### config.mk
export PLATFORM = sky130hd
export DESIGN_NAME = rf_write_arbiter
export DESIGN_NICKNAME = d
export VERILOG_FILES = /design/src/rtl/rf_write_arbiter.sv
export SDC_FILE = /design/constraint.sdc
export NUM_CORES = 1
export LEC_CHECK = 0
export CELL_PAD_IN_SITES_DETAIL_PLACEMENT = 1
export CELL_PAD_IN_SITES_GLOBAL_PLACEMENT = 1
export CORE_MARGIN = 3
export CORE_UTILIZATION = 47
export CTS_CLUSTER_DIAMETER = 200
export DETAILED_ROUTE_END_ITERATION = 16
export PLACE_DENSITY = 0.84
export SETUP_SLACK_MARGIN = 0.05
export SYNTH_ARGS = -nofsm -noshare
export SYNTH_HDL_FRONTEND = slang
export SYNTH_SLANG_ARGS = --single-unit
### constraint.sdc
create_clock -name clk -period 9.6 [get_ports clk]
set_input_delay 1.44 -clock clk [delete_from_list [all_inputs] [get_ports clk]]
set_output_delay 1.44 -clock clk [all_outputs]
set_load 0.01 [all_outputs]
### src/rtl/rf_write_arbiter.sv
// rf_write_arbiter: shares the single register-file write port between the
// MEM/WB writeback path and a long-latency unit (LLU). Writeback always wins;
// LLU results wait in a DEPTH-entry FIFO and drain on idle writeback cycles.
// Optional feature macro: RF_WR_BYPASS_EN (LLU result written straight to the
// register file when writeback is idle and the FIFO is empty).
module rf_write_arbiter #(
    parameter int DEPTH      = 4,
    parameter int MAX_STARVE = 8,
    parameter int DATA_W     = 32
) (
    input  logic                         clk,
    input  logic                         rst_n,
    input  logic                         wb_we,
    input  logic [4:0]                   wb_rd,
    input  logic [DATA_W-1:0]            wb_data,
    input  logic                         llu_valid,
    output logic                         llu_ready,
    input  logic [4:0]                   llu_rd,
    input  logic [DATA_W-1:0]            llu_data,
    output logic                         rf_we,
    output logic [4:0]                   rf_rd,
    output logic [DATA_W-1:0]            rf_data,
    input  logic [4:0]                   rs_q,
    input  logic [4:0]                   rt_q,
    output logic                         pend_hit,
    output logic                         stall_req,
    output logic [$clog2(DEPTH+1)-1:0]   occupancy
);

    localparam int PTR_W = $clog2(DEPTH);
    localparam int OCC_W = $clog2(DEPTH+1);
    localparam int CNT_W = $clog2(MAX_STARVE+1);

    // FIFO storage; entry validity is tracked separately so WAW can kill slots
    logic [4:0]        rd_mem_q   [DEPTH];
    logic [DATA_W-1:0] data_mem_q [DEPTH];
    logic [DEPTH-1:0]  vld_q, vld_d;
    logic [PTR_W-1:0]  head_q, head_d, tail_q, tail_d;
    logic [OCC_W-1:0]  count_q, count_d;
    logic [CNT_W-1:0]  starve_q, starve_d;

    logic empty, full, acc, wb_wr, head_vld, byp, enq, deq;

    assign empty     = (count_q == '0);
    assign full      = (count_q == OCC_W'(DEPTH));
    assign llu_ready = rst_n && !full;
    assign acc       = llu_valid && llu_ready;
    assign wb_wr     = wb_we && (wb_rd != 5'd0);
    assign head_vld  = !empty && vld_q[head_q];
`ifdef RF_WR_BYPASS_EN
    assign byp       = acc && (llu_rd != 5'd0) && !wb_we && empty;
`else
    assign byp       = 1'b0;
`endif
    assign enq       = acc && (llu_rd != 5'd0) && !byp;
    // An invalidated head leaves even while writeback owns the port
    assign deq       = rst_n && !empty && (!wb_wr || !vld_q[head_q]);

    assign stall_req = rst_n && (starve_q == CNT_W'(MAX_STARVE));
    assign occupancy = rst_n ? count_q : '0;

    // Write-port mux: writeback, then bypassed LLU result, then valid FIFO head
    always_comb begin
        rf_we   = 1'b0;
        rf_rd   = 5'd0;
        rf_data = '0;
        if (rst_n) begin
            if (wb_wr) begin
                rf_we   = 1'b1;
                rf_rd   = wb_rd;
                rf_data = wb_data;
            end else if (byp) begin
                rf_we   = 1'b1;
                rf_rd   = llu_rd;
                rf_data = llu_data;
            end else if (head_vld) begin
                rf_we   = 1'b1;
                rf_rd   = rd_mem_q[head_q];
                rf_data = data_mem_q[head_q];
            end
        end
    end

    // Hazard detect: decode sources against buffered writes and this cycle's accept
    always_comb begin
        pend_hit = 1'b0;
        for (int i = 0; i < DEPTH; i++) begin
            if (vld_q[i] && (rd_mem_q[i] == rs_q) && (rs_q != 5'd0)) pend_hit = 1'b1;
            if (vld_q[i] && (rd_mem_q[i] == rt_q) && (rt_q != 5'd0)) pend_hit = 1'b1;
        end
        if (acc && !byp && (llu_rd == rs_q) && (rs_q != 5'd0)) pend_hit = 1'b1;
        if (acc && !byp && (llu_rd == rt_q) && (rt_q != 5'd0)) pend_hit = 1'b1;
        if (!rst_n) pend_hit = 1'b0;
    end

    // Next-state for pointers, occupancy, entry validity and starvation counter
    always_comb begin
        vld_d  = vld_q;
        head_d = head_q + PTR_W'(deq);
        tail_d = tail_q + PTR_W'(enq);
        case ({enq, deq})
            2'b10:   count_d = count_q + OCC_W'(1);
            2'b01:   count_d = count_q - OCC_W'(1);
            default: count_d = count_q;
        endcase
        if (deq) vld_d[head_q] = 1'b0;
        // Writeback is younger than every buffered LLU op: older writes to its rd die
        if (wb_wr) begin
            for (int i = 0; i < DEPTH; i++) begin
                if (rd_mem_q[i] == wb_rd) vld_d[i] = 1'b0;
            end
        end
        if (enq) vld_d[tail_q] = !(wb_wr && (wb_rd == llu_rd));
        if (empty || deq)
            starve_d = '0;
        else if (wb_we && head_vld && (starve_q != CNT_W'(MAX_STARVE)))
            starve_d = starve_q + CNT_W'(1);
        else
            starve_d = starve_q;
    end

    // Control state register with synchronous active-low reset
    always_ff @(posedge clk) begin
        if (!rst_n) begin
            vld_q    <= '0;
            head_q   <= '0;
            tail_q   <= '0;
            count_q  <= '0;
            starve_q <= '0;
        end else begin
            vld_q    <= vld_d;
            head_q   <= head_d;
            tail_q   <= tail_d;
            count_q  <= count_d;
            starve_q <= starve_d;
        end
    end

    // FIFO payload capture; validity bits make a reset of the payload unnecessary
    always_ff @(posedge clk) begin
        if (enq) begin
            rd_mem_q[tail_q]   <= llu_rd;
            data_mem_q[tail_q] <= llu_data;
        end
    end

endmodule

==> reports/qor.yml <==
critical_path:
  cp_num_buf_inv: 2
  crit_slowest_cell: "o21ai_4"
  setup.worst_path.start_class: "primary input"
  crit_top_cell: "clkdlybuf4s50_1"
  crit_type: "primary input to output port"
  crit_fanout: 39
  startpoint: "wb_rd[0]"
  cpLargestDelayFamily: "compound AO/OA/AOI/OAI gates"
  reg2reg_from: "count_q[2]"
  arrival_ns: 4.70
  crit_required_ns: 8.16
  cp_cell_sequence: "clkdlybuf4s50_1, or4_4, o21a_4, o21ai_4, a21oi_1, clkdlybuf4s50_1"
  slowest_delay_ns: 0.91
  endpoint_kind: "output port"
sta:
  post-route-period-util: 0.639
  worst_slew_pin_slew_ns: 1.08
  tns_ns: 0
  hold_viol: 0
  max_slew_margin: 0.274
  setup_viol: 0
  fmax_mhz: 163
  period_minus_slack_ns: 6.14
  skew_ns: 0.0132
  maxSlewViolCount: 0
  grt_setup_unrepaired: "false"
clock_tree:
  clockBufferDepth: 2
  cts_tree: "yes"
  cts_setup_buffers: 0
  cts.sinks: 163
  htreeDepth: 4
  cts_resized: 0
  clock_latency_ns: 0.43
  cts_root_buf: "clkbuf_16"
  hold_buffers: 0
  clkTransAtPathRegs_ns: 0.06
  numCtsBuffers: 17
placed_design:
  place_congestion: 0.941
  io_buffers: 131
  dp_hpwl_mm: 13.6
global_routing:
  grt_pass1_wl_mm: 32.2
  grt_start_max_net_pins: 43
  grt_pass1_vias: 5692
  grt_usage: 0.238
  grt_util_met1: 0.283
  grt_overflow_total: 0
  top_usage_layer: "met2"
  met3_usage: 0.0522
  antenna_found_initial: 0
  met2_usage: 0.432
logic_synthesis:
  mappedNetlistArea_um2: 7760
  synth_seq_cells: 163
  postSynthCellCount: 545
  yosys_warnings: 0
  synth_area_per_cell_um2: 14.2
  yosysSeqAreaShare: 0.612
  synthFlopType: "edfxtp_1"
  ys_types: 46
  synth_nets: 639
  synthArstFlopShare: 0
  synth_edf_count: 148
drt:
  viasPerCell: 5.69
  dr.pass1.iters: 6
  drtIter0Drc: 282
  drc: 0
  wl_mm: 20.7
  avgRoutedWirePerCell_um: 23.3
  num_vias: 5056
  ant_nets: 0
hold_path:
  min_from: "starve_q[3]"
  hp-class: "flop to flop"
floorplan:
  rows: 46
  core_area_um2: 16000
  die_h_um: 134
  start_util: 0.485
  die-area_um2: 18100
  floorplan.die.width_um: 134
  io_pins: 132
power_and_ir_drop:
  power.density_nw_per_um2: 191
  ir_drop_uv: 137
  p_leak_nw: 3.11
cells_and_area:
  final_util: 0.607
  area_growth_syn_to_layout_pct: 25.3
  nNetsFinal: 755
  fillerInstances: 1568
  insertedDiodeCount: 0
  layout-drive-gt1-share: 0.131
status:
  outcome: "finished clean"
flow_run:
  cap_violations: 0
[tightest hold or removal path: stages, from the launching register on]
cell,delay [ns]
dfxtp_1,0.32
o21ai_0,0.08
a21oi_1,0.06
[flip-flops by register name, indices dropped and copies added (netlist names)]
register	count
starve_q	4
tail_q	2
head_q	2
data_mem_q	128
vld_q	4
rd_mem_q	20
count_q	3
[cell usage in the layout (no fill, tap or decap), drive strengths merged, types with 2 or more instances in the layout]
| cell | n |
|---|---|
| a21oi | 40 |
| and2 | 5 |
| and3 | 3 |
| buf | 6 |
| clkbuf | 18 |
| clkdlybuf4s50 | 131 |
| clkinv | 6 |
| clkinvlp | 5 |
| dfxtp | 15 |
| edfxtp | 148 |
| ha | 5 |
| inv | 11 |
| mux2i | 5 |
| mux4 | 38 |
| nand2 | 78 |
| nand2b | 2 |
| nand3 | 12 |
| nand4 | 3 |
| nor2 | 12 |
| nor3 | 6 |
| nor3b | 2 |
| nor4 | 4 |
| o2111ai | 4 |
| o211ai | 6 |
| o21ai | 4 |
| o22ai | 5 |
| or3 | 3 |
| or4 | 4 |
| xnor2 | 53 |
| xor2 | 28 |
[layer usage]
metal,share of wire,wire (um),vias to the layer above
met2,0.54,11100,183
met4,0.018,367,0
li1,-,-,2258
met5,0,0,-
met1,0.39,8130,2590
met3,0.053,1100,25
[report_power, final]
part	internal, W	switching [W]	total [W]
combinational	0.000205	0.000201	0.000406
sequential	0.000806	0.0000177	0.000824
clock	0.000354	0.000275	0.000629
[synth_stat cells (4+ instances only)]
cell type / n / area [um^2]
nor4_1: 4 / 25.0
o2111ai_1: 4 / 35.0
edfxtp_1: 148 / 4440
nand3_1: 12 / 60.1
mux2i_1: 5 / 50.1
buf_6: 9 / 101
nor2_1: 12 / 45.0
ha_1: 5 / 62.6
inv_1: 8 / 30.0
o22ai_1: 5 / 31.3
xor2_1: 28 / 245
xnor2_1: 53 / 464
a21oi_1: 40 / 200
and2_1: 5 / 31.3
dfxtp_1: 15 / 300
buf_2: 12 / 60.1
clkbuf_1: 13 / 48.8
mux4_2: 38 / 856
nand2_1: 78 / 293
o211ai_1: 6 / 45.0
nor3_1: 6 / 30.0
[cell families after synthesis]
| family | synth area share |
|---|---|
| compound gates | 0.0524 |
| xor+xnor | 0.0915 |
| fa+ha+maj | 0.0106 |
| buf+inv | 0.0365 |
| flops | 0.612 |
| mux | 0.117 |
| simple gates | 0.0805 |
[metrics by stage]
stage	instances	setup WS (ns)	hold WS, ns	power, W	area [um^2]
2_1_floorplan	545	4.35	0.458	0.00110	7760
3_3_place_gp	858	3.64	0.467	0.00123	9180
3_5_place_dp	858	3.44	0.499	0.00124	9180
4_1_cts	889	3.46	0.507	0.00188	9720
5_1_grt	889	3.28	0.551	0.00194	9720
6_report	889	3.46	0.508	0.00186	9720
[final cells by class]
class	count	area, um^2	share of cell area
Timing Repair Buffer	137	1360	0.140
Inverter	10	37.5	0.00386
Clock buffer	18	429	0.0442
Clock inverter	13	113	0.0116
Multi-Input combinational cell	332	2760	0.284
Sequential cell	163	4750	0.489
Tap cell	216	270	0.0278
[path summary, 6_finish.rpt]
kind | end | slack (ns) | cells past startpoint
max | rf_data[26] | 3.46 | 6
min | starve_q[3] | 0.51 | 2
max reg2reg | data_mem_q[2][13] | 6.85 | 5
min reg2reg | starve_q[3] | 0.51 | 2
Note: power is estimated with default switching activity, not from simulation.
